**src/rtl/alu_escalonador.sv**
```systemverilog
// Round-robin scheduler sharing one 4-bit ALU between two requesters; accept -> response 2 cycles later.
// One command in flight; requesters see ready=0 until the response handshake completes.
module alu_escalonador #(
   parameter int LARGURA   = 4,
   parameter int LARG_CONT = 8
) (
   input  logic                 clk,
   input  logic                 rst,
   input  logic                 req0_valid,
   output logic                 req0_ready,
   input  logic [2:0]           req0_op,
   input  logic [LARGURA-1:0]   req0_a,
   input  logic [LARGURA-1:0]   req0_b,
   input  logic                 req0_encadear,
   input  logic                 req1_valid,
   output logic                 req1_ready,
   input  logic [2:0]           req1_op,
   input  logic [LARGURA-1:0]   req1_a,
   input  logic [LARGURA-1:0]   req1_b,
   input  logic                 req1_encadear,
   output logic [LARGURA-1:0]   alu_a,
   output logic [LARGURA-1:0]   alu_b,
   output logic [2:0]           alu_selecao,
   input  logic [LARGURA-1:0]   alu_resultado,
   output logic                 resp_valid,
   input  logic                 resp_ready,
   output logic [LARGURA-1:0]   resp_dado,
   output logic                 resp_id,
   output logic [LARGURA-1:0]   acumulador,
   output logic [LARG_CONT-1:0] contador_ops,
   output logic                 ocupado
);

   typedef struct packed {
      logic [2:0]         op;
      logic [LARGURA-1:0] a;
      logic [LARGURA-1:0] b;
      logic               encadear;
   } cmd_t;

   typedef enum logic [1:0] {OCIOSO, EXECUTA, RESPONDE} estado_t;

   estado_t estado, prox_estado;
   logic    ptr;
   logic    sel;
   logic    concede;
   cmd_t    cmd0, cmd1, cmd;

   assign cmd0 = {req0_op, req0_a, req0_b, req0_encadear};
   assign cmd1 = {req1_op, req1_a, req1_b, req1_encadear};

   // With a single valid requester it wins outright; ptr only breaks ties.
   assign sel = (req0_valid && req1_valid) ? ptr : req1_valid;
   assign cmd = sel ? cmd1 : cmd0;

   assign ocupado = (estado != OCIOSO);

   always_comb begin
      prox_estado = estado;
      concede     = 1'b0;
      req0_ready  = 1'b0;
      req1_ready  = 1'b0;
      resp_valid  = 1'b0;
      case (estado)
         OCIOSO: begin
            if (!rst && (req0_valid || req1_valid)) begin
               concede     = 1'b1;
               req0_ready  = ~sel;
               req1_ready  = sel;
               prox_estado = EXECUTA;
            end
         end
         EXECUTA: prox_estado = RESPONDE;
         RESPONDE: begin
            resp_valid = 1'b1;
            if (resp_ready) prox_estado = OCIOSO;
         end
         default: prox_estado = OCIOSO;
      endcase
   end

   always_ff @(posedge clk or posedge rst) begin
      if (rst) begin
         estado       <= OCIOSO;
         ptr          <= 1'b0;
         alu_a        <= '0;
         alu_b        <= '0;
         alu_selecao  <= '0;
         resp_dado    <= '0;
         resp_id      <= 1'b0;
         acumulador   <= '0;
         contador_ops <= '0;
      end else begin
         estado <= prox_estado;
         if (concede) begin
            // Accumulator is sampled at grant time so back-to-back chains see the latest result.
            alu_a       <= cmd.encadear ? acumulador : cmd.a;
            alu_b       <= cmd.b;
            alu_selecao <= cmd.op;
            resp_id     <= sel;
         end
         if (estado == EXECUTA) begin
            resp_dado    <= alu_resultado;
            acumulador   <= alu_resultado;
            contador_ops <= contador_ops + LARG_CONT'(1);
         end
         if (estado == RESPONDE && resp_ready) ptr <= ~resp_id;
      end
   end

endmodule

```
**config.mk**
```make
export PLATFORM = sky130hd
export DESIGN_NAME = alu_escalonador
export DESIGN_NICKNAME = d
export VERILOG_FILES = /design/src/rtl/alu_escalonador.sv
export SDC_FILE = /design/constraint.sdc
export NUM_CORES = 1
export LEC_CHECK = 0
export BUFFER_PORTS_ARGS = -buffer_cell sky130_fd_sc_hd__buf_4
export CAP_MARGIN = 20
export CELL_PAD_IN_SITES_DETAIL_PLACEMENT = 1
export CELL_PAD_IN_SITES_GLOBAL_PLACEMENT = 1
export CORE_ASPECT_RATIO = 1.75
export CORE_MARGIN = 3
export CORE_UTILIZATION = 33
export DETAILED_ROUTE_END_ITERATION = 10
export HOLD_SLACK_MARGIN = 0.12
export PLACE_DENSITY_LB_ADDON = 0.2
export SETUP_SLACK_MARGIN = 0.5
export SLEW_MARGIN = 20
export SYNTH_ARGS = -nofsm -noshare
export SYNTH_HDL_FRONTEND = slang
export SYNTH_SLANG_ARGS = --single-unit
```
**constraint.sdc**
```tcl
create_clock -name clk -period 2.1 [get_ports clk]
set_input_delay 0.315 -clock clk [delete_from_list [all_inputs] [get_ports clk]]
set_output_delay 0.315 -clock clk [all_outputs]
set_load 0.005 [all_outputs]
```
==> reports/metrics.csv, run 1 <==
metric,value,unit
status,finished clean,
hold_slack,234.3,ps
max_stage_delay,410,ps
reg2reg_depth,4,
h-tree-depth,1,
fmax,0.5376,GHz
grt_max_degree,24,
ant_nets,0,
clk_latency,270,ps
fin_crit_sh,0.8858,
yosysTopAreaCell,dfrtp_1,
die_width,53.26,um
crit_end,req0_ready,
finalCriticalPeriod,1860,ps
port_buffers,64,
hold_viol,0,
numCtsBuffers,3,
vias,1145,
drive_gt1_frac,0.4712,
finalMaxSlewViolations,0,
ff2ff_setup_slack,520,ps
first_global_vias,1276,
final_util,0.5179,
cp-start-kind,flop,
antenna_found_initial,0,
crit_arrival,1550,ps
synth_common_cells,"27 x dfrtp_1, 13 x o21ai_0, 12 x nand2_1",
r2r-start,estado[0],
netlist_area,0.001290,mm2
diodes,0,
dieHeight,88.71,um
vdd_ir_drop_max,0.5763,mV
die-area,0.004725,mm2
rows,29,
path_max_fanout,3,
track_usage,0.1532,
cts.sinks,27,
syn_area_per_cell,10.66,um2
io_pins,65,
gp_congestion,0.7020,
synth_cell_types,28,
cp-startpoint,estado[0],
cts_buffer_depth,2,
placed_cells,226,
drtIter0Drc,10,
grt_pass1_wl,5457,um
rsz0062_at_grt,true,
hold_path_class,in -> reg,
worst-path-stages,5,
placed_area,0.001789,mm2
synth_most_common_cell,dfrtp_1,
synthArstFlopShare,1.000,
initial_core_util,0.3485,
cts_tree,done,
via_per_inst,4.831,
worst-path-buf-inv,2,
crit_chain,or2_1 > or3_4 > inv_2 > and2_4 > buf_6,
max_cap_violations,0,
worstMarginPinSlew,575.3,ps
area_delta_synth_final,48.59,%
synth_edf_count,0,
routed_wirelength,3386,um
path_delay_family,simple AND/OR/NAND/NOR gates,
crit_type,reg -> out,
yosys-top-cells-area,"dfrtp_1 52%, mux2i_1 5.4%, o21ai_0 5.0%",
r2r_end,alu_a[2],
setup_viol,0,
wire_per_inst,14.29,um
final_cell_area,0.001917,mm2
cpMaxStageDelayCell,dfrtp_1,
fp.coreArea,0.003701,mm2
synth_seq_cells,27,
slew_headroom,0.6161,
synth_nets,155,
nNetsFinal,226,
grt_overflow,0,
ys.flop_type,dfrtp_1,
power_density,1082,mW/mm2
drc,0,
cts_root_buffer,clkbuf_8,
dr.pass1.iters,3,
synth_warnings,0,
final.setup_skew,4.789,ps
synth_top_area_frac,0.5238,
worstPathRequired,1780,ps
final_cell_count_no_fill,237,
p_leak,0.9800,nW
synth_cells,121,
yosysSeqAreaShare,0.5238,
hpwl,2745,um
setup_tns,0,ps
clk_pin_slew,90,ps
end_kind,primary output,
-- worst reg2reg max path, cell delays in order (launching register included) --
cell	delay, ps
dfrtp_1	410
or2_1	230
or3_4	360
buf_4	220
o31ai_1	270
-- metrics by stage --
| stage | setup WS, ps | total power, mW |
|---|---|---|
| 4_1_cts | 216.6 | 2.084 |
| 3_3_place_gp | 542.5 | 1.708 |
| 5_1_grt | 179.7 | 2.242 |
| 3_5_place_dp | 488.4 | 1.752 |
| 6_report | 239.9 | 2.075 |
| 2_1_floorplan | 556.5 | 1.278 |
-- area by class of cell --
cell class	instances	area (um2)
fill	449	1784
inverter	5	18.77
tap	46	57.56
multi-input combinational	80	543.0
timing repair buffer	75	573.1
clock buffer	3	41.29
sequential	27	675.6
clock inverter	1	7.507
-- cell families (layout without fill, tap and decap cells) --
logic type / count (synthesis) / in the layout / synth area share
flip-flops: 27 / 27 / 0.5238
AND/OR/NAND/NOR: 30 / 30 / 0.1106
XOR/XNOR: 7 / 7 / 0.04753
AO/OA/AOI/OAI: 30 / 30 / 0.1426
buffers and inverters: 14 / 84 / 0.06789
adder cells (fa/ha/maj): 1 / 1 / 0.009698
multiplexers: 12 / 12 / 0.09796
-- placed cells by master, fill, tap and decap left out, drive strengths merged --
master and count:
and4 1, a31oi 1, mux2i 7, or3 1, a21o 2, and2 1
clkbuf 3, and3 1, or2 1, nand2 12, dlygate4sd3 1, mux2 5
ha 1, xor2 2, dfrtp 27, xnor2 5, o31ai 8, buf 74
nor2 6, o21ai 13, o211ai 1, clkinvlp 1, nand3 2, nor2b 3
nand4 2, inv 5, a21oi 5
-- worst min-delay path by stage --
stage	slack, ps	cells after the start	end	from
6_report	230	2	ptr	resp_ready
5_1_grt	230	2	ptr	resp_ready
2_1_floorplan	370	1	acumulador[0]	rst
4_1_cts	220	2	ptr	resp_ready
3_5_place_dp	430	2	alu_selecao[2]	rst
3_3_place_gp	430	2	ptr	rst
-- flip-flops by register name, summed over array words and instances, names as in the netlist --
signal,count
contador_ops,8
acumulador,4
alu_a,4
alu_b,4
alu_selecao,3
estado,2
ptr,1
resp_id,1
-- what timing repair did --
action	4_1_cts	5_1_grt
endpoints found under the setup margin	4	7
hold endpoints to repair	8	0
setup buffers	2	4
hold buffers	1	0
pin swaps	1	0
resized for setup	2	6
-- where the power goes --
part / switching (mW) / total, mW / leakage [nW] / internal, mW
combinational: 0.338 / 0.882 / 0.624 / 0.544
sequential: 0.170 / 0.894 / 0.334 / 0.724
clock: 0.164 / 0.299 / 0.0217 / 0.135
-- layer usage --
| layer | up-vias | global-route usage | part of all wire |
|---|---|---|---|
| met2 | 35 | 0.2771 | 0.56 |
| met4 | 0 | 0.06744 | 0.012 |
| li1 | 556 | - | - |
| met3 | 4 | 0.03035 | 0.061 |
| met1 | 550 | 0.1658 | 0.37 |
| met5 | - | 0 | 0 |
Power figures use the tool's default switching activity.
==> run 2: changes to the inputs <==
- CORE_UTILIZATION: 33 -> 29
- PLACE_DENSITY_LB_ADDON: 0.2 -> 0.1
- clock period: 2.1 -> 1.63 ns (I/O delays scaled with it)
==> run 2 against run 1 <==
  * The run now ends with negative setup slack left
  * Non-clock buffer count grew 17
  * Clock power increased by 25%
  * Clock-buffer cell count rose by 1
  * Combinational power rose by 88%
  * Global-route usage down 0.21 points
  * Core utilization is 2.5 points higher
  * Critical endpoint unchanged
==> reports/metrics.csv, run 2 (synthesis gave the netlist of run 1 again) <==
metric,value,unit
vdd_ir_drop_max,1.041,mV
dieHeight,94.23,um
area_delta_synth_final,78.08,%
p_leak,1.153,nW
cts_tree,done,
cpMaxStageDelayCell,dfrtp_1,
status,"finished, violations left",
rows,31,
track_usage,0.1511,
hold_path_class,in -> reg,
p_seq_frac,0.372,
clk_pin_slew,90,ps
r2r_end,alu_a[0],
mostFrequentLayoutCell,buf_4,
drc,0,
crit_type,reg -> out,
power_density,1409,mW/mm2
p_int,2.169,mW
finalCriticalPeriod,1795,ps
reg2reg_depth,6,
initial_core_util,0.3051,
p_sw,1.068,mW
worstPathRequired,1390,ps
fin_crit_sh,1.101,
largest_reg_flops,8,
cp-start-kind,flop,
cts_root_buffer,clkbuf_8,
r2r-start,estado[1],
regMostFlops,contador_ops,
clk_latency,270,ps
whs_path_depth,2,
hold_viol,0,
nNetsFinal,243,
crit_end,req0_ready,
clkPwrFrac,0.115,
cts_buffer_depth,2,
die-area,0.005316,mm2
hpwl,2953,um
violations,negative setup slack,
rsz0062_at_grt,true,
finalMaxSlewViolations,0,
worst_slack,-164.8,ps
die_width,56.42,um
slew_headroom,0.7335,
ant_nets,0,
fmax,0.5572,GHz
switching_share,0.3299,
grt_pass1_wl,6348,um
vias,1248,
grt_overflow,0,
power_frac_comb,0.512,
port_buffers,64,
routed_wirelength,4015,um
crit_arrival,1550,ps
max_stage_delay,400,ps
diodes,0,
drtIter0Drc,8,
final_util,0.5434,
ff2ff_setup_slack,-70,ps
crit_chain,or2_1 > or3_4 > inv_2 > and2_4 > buf_6,
grt_max_degree,17,
drive_gt1_frac,0.6106,
h-tree-depth,1,
via_per_inst,4.856,
setup_tns,-463.1,ps
first_global_vias,1319,
worstMarginPinSlew,395.6,ps
end_kind,primary output,
gp_congestion,0.8372,
final.setup_skew,2.977,ps
cp-startpoint,estado[1],
io_pins,65,
fp.coreArea,0.004228,mm2
wire_per_inst,15.62,um
path_max_fanout,4,
cts.sinks,27,
dr.pass1.iters,2,
final_cell_mix,"70 x buf_4, 21 x dfrtp_1, 19 x buf_6",
antenna_found_initial,0,
numCtsBuffers,3,
setup_viol,7,
max_cap_violations,0,
==> run 2: cell type report <==
| type | count | area [um2] |
|---|---|---|
| fill | 469 | 1931 |
| clock buffer | 4 | 45.04 |
| tap | 49 | 61.31 |
| sequential | 27 | 683.2 |
| multi-input combinational | 80 | 695.7 |
| inverter | 5 | 22.52 |
| timing repair buffer | 92 | 789.5 |
==> run 2: worst min-delay path by stage <==
stage | from | end | slack [ps]
2_1_floorplan | rst | acumulador[0] | 300
3_3_place_gp | rst | alu_a[1] | 320
3_5_place_dp | rst | acumulador[1] | 330
4_1_cts | resp_ready | ptr | 190
5_1_grt | resp_ready | ptr | 190
6_report | resp_ready | ptr | 190
==> run 2: worst max-delay path, delay by kind of cell (launching register included) <==
kind	cells	cell delay (ps)
buffers and inverters	2	150
and+or+nand+nor	3	740
DFF	1	400
==> run 2: timing repair <==
action | 4_1_cts | 5_1_grt
gates cloned | 1 | 0
gates resized for setup | 36 | 36
setup endpoints to repair | 26 | 54
hold buffers | 1 | 0
hold endpoints to repair | 11 | 0
pin swaps | 6 | 9
buffers inserted | 8 | 12
==> run 2: stage by stage <==
| step | hold WS, ps | instances | total power [mW] | instance area (um2) | worst slack, ps |
|---|---|---|---|---|---|
| finish | 187.1 | 257 | 3.237 | 2297 | -164.8 |
| global route | 191.6 | 257 | 3.476 | 2297 | -228.3 |
| CTS | 193.2 | 245 | 2.914 | 2059 | -180.8 |
| detailed placement | 325.4 | 231 | 2.301 | 1821 | 29.13 |
| global placement | 316.2 | 231 | 2.238 | 1821 | 81.22 |
| floorplan | 297.2 | 121 | 1.653 | 1294 | 162.0 |
==> run 2: power groups by stage <==
stage	logic [mW]	registers (mW)	clock network, mW
after floorplan	0.501	1.15	0
after global placement	1.08	1.16	0
after detailed placement	1.12	1.18	0
after CTS	1.35	1.18	0.387
after global routing	1.81	1.25	0.421
final	1.66	1.20	0.374
==> run 2: layer usage <==
layer,track usage,vias to the layer above,part of all wire
met5,0,-,0
met3,0.03439,4,0.049
met4,0.04158,0,0.011
met1,0.1654,619,0.34
li1,-,592,-
met2,0.2852,33,0.60
==> run 3: changes to the inputs <==
- PLACE_DENSITY_LB_ADDON: 0.1 -> 0.05
==> run 3 against run 2 <==
  * The flow still finishes with violations (negative setup slack)
  * Cell area decreased by 5.9%
  * Clock power increased by 1%
  * Clock skew increased by 3.2 ps
  * Critical path type is now reg -> reg
==> reports/metrics.csv, run 3 (synthesis gave the netlist of run 1 again) <==
metric,value,unit
slew_headroom,0.7115,
track_usage,0.1552,
clk_pin_slew,90,ps
ff2ff_setup_slack,-180,ps
rsz0062_at_grt,true,
finalMaxSlewViolations,0,
p_leak,1.101,nW
die-area,0.005316,mm2
hold_path_class,in -> reg,
r2r-start,estado[0],
ant_nets,0,
max_cap_violations,0,
area_delta_synth_final,67.60,%
clkPwrFrac,0.123,
first_global_vias,1328,
largest_reg_flops,8,
fmax,0.5528,GHz
cts.sinks,27,
power_density,1420,mW/mm2
die_width,56.42,um
whs_path_depth,2,
violations,negative setup slack,
fin_crit_sh,1.110,
crit_type,reg -> reg,
crit_chain,or2_1 > or3_4 > buf_4 > buf_6 > bufbuf_16 > nand2_4 > o31ai_4,
cts_root_buffer,clkbuf_8,
mostFrequentLayoutCell,buf_4,
vias,1210,
fp.coreArea,0.004228,mm2
cp-startpoint,estado[0],
cp-start-kind,flop,
cts_tree,done,
r2r_end,alu_a[0],
regMostFlops,contador_ops,
p_sw,0.9776,mW
grt_max_degree,22,
worstMarginPinSlew,429.1,ps
power_frac_comb,0.494,
crit_arrival,1950,ps
hpwl,2811,um
gp_congestion,0.8947,
grt_overflow,0,
clk_latency,270,ps
routed_wirelength,3905,um
end_kind,flop,
via_per_inst,4.745,
reg2reg_depth,7,
p_int,2.092,mW
final_cell_count_no_fill,255,
final.setup_skew,6.195,ps
p_seq_frac,0.383,
whs_endpoint,ptr,
cpMaxStageDelayCell,dfrtp_1,
diodes,0,
final_cell_mix,"73 x buf_4, 25 x dfrtp_1, 14 x buf_6",
worstPathRequired,1770,ps
wire_per_inst,15.31,um
grt_pass1_wl,6479,um
status,"finished, violations left",
cts_buffer_depth,2,
placed_cells,230,
holdCritStartpoint,resp_ready,
finalCriticalPeriod,1809,ps
path_max_fanout,6,
initial_core_util,0.3051,
drive_gt1_frac,0.5437,
max_stage_delay,390,ps
hold_viol,0,
h-tree-depth,1,
setup_tns,-1075,ps
drtIter0Drc,9,
setup_viol,10,
port_buffers,64,
dr.pass1.iters,3,
rows,31,
worst_slack,-179.1,ps
post-place-ws,62.25,ps
antenna_found_initial,0,
drc,0,
vdd_ir_drop_max,0.7798,mV
io_pins,65,
dieHeight,94.23,um
nNetsFinal,241,
numCtsBuffers,3,
switching_share,0.3184,
run 3: changes by cell type in the layout (fill, tap and decap cells not counted), moves of 3 or more:
cell / delta
buf_4: +3
buf_6: -5
dfrtp_1: +4
dfrtp_2: -4
mux2_2: +5
mux2_4: -5
xnor2_1: +3
xnor2_2: -3
run 3: power by group through the flow:
stage / sequential, mW / clock (mW) / combinational (mW)
after global routing: 1.22 / 0.424 / 1.67
after floorplan: 1.15 / 0 / 0.501
final: 1.17 / 0.378 / 1.52
after global placement: 1.16 / 0 / 1.07
after CTS: 1.17 / 0.394 / 1.32
after detailed placement: 1.17 / 0 / 1.10
run 3: area by class of cell:
class	instances	area [um2]
Tap cell	49	61.31
Inverter	5	18.77
Sequential cell	27	678.2
Timing Repair Buffer	90	768.2
Fill cell	499	2066
Multi-Input combinational cell	80	590.6
Clock buffer	4	45.04
run 3: per-layer routing:
metal / share of wire / track usage / wire [um] / up-vias
li1: - / - / - / 587
met1: 0.35 / 0.1708 / 1348 / 578
met2: 0.58 / 0.2871 / 2281 / 37
met3: 0.050 / 0.02889 / 196 / 8
met4: 0.020 / 0.06139 / 78 / 0
met5: 0 / 0 / 0 / -
run 3: through the flow:
step                      hold WS [ps]  instance area (um2)  total power, mW  utilization
after global routing             191.5                 2162            3.310       0.5114
after global placement           199.7                 1800            2.233       0.4259
after CTS                        174.9                 2032            2.884       0.4806
final                            191.7                 2162            3.070       0.5114
after detailed placement         198.5                 1800            2.268       0.4259
after floorplan                  297.2                 1294            1.653            -
run 3: what timing repair did:
action                                  4_1_cts  5_1_grt
pin swaps                                     2        0
hold endpoints to repair                      6        0
cloned                                        3        0
endpoints found under the setup margin       26       40
setup buffers                                 5       12
hold buffers                                  1        0
gates resized for setup                      30       13
run 3: worst max-delay path by stage:
| stage | end | cells past startpoint |
|---|---|---|
| 2_1_floorplan | alu_a[1] | 6 |
| 3_3_place_gp | req0_ready | 5 |
| 3_5_place_dp | alu_a[0] | 4 |
| 4_1_cts | req0_ready | 5 |
| 5_1_grt | req0_ready | 5 |
| 6_report | alu_a[0] | 7 |
run 3: worst max-delay path: cells and delay by family, from the launching register on:
kind                   cells  cell delay (ps)
and+or+nand+nor            3              680
AOI/OAI and AO/OA          1               60
buffers and inverters      3              540
DFF                        1              390
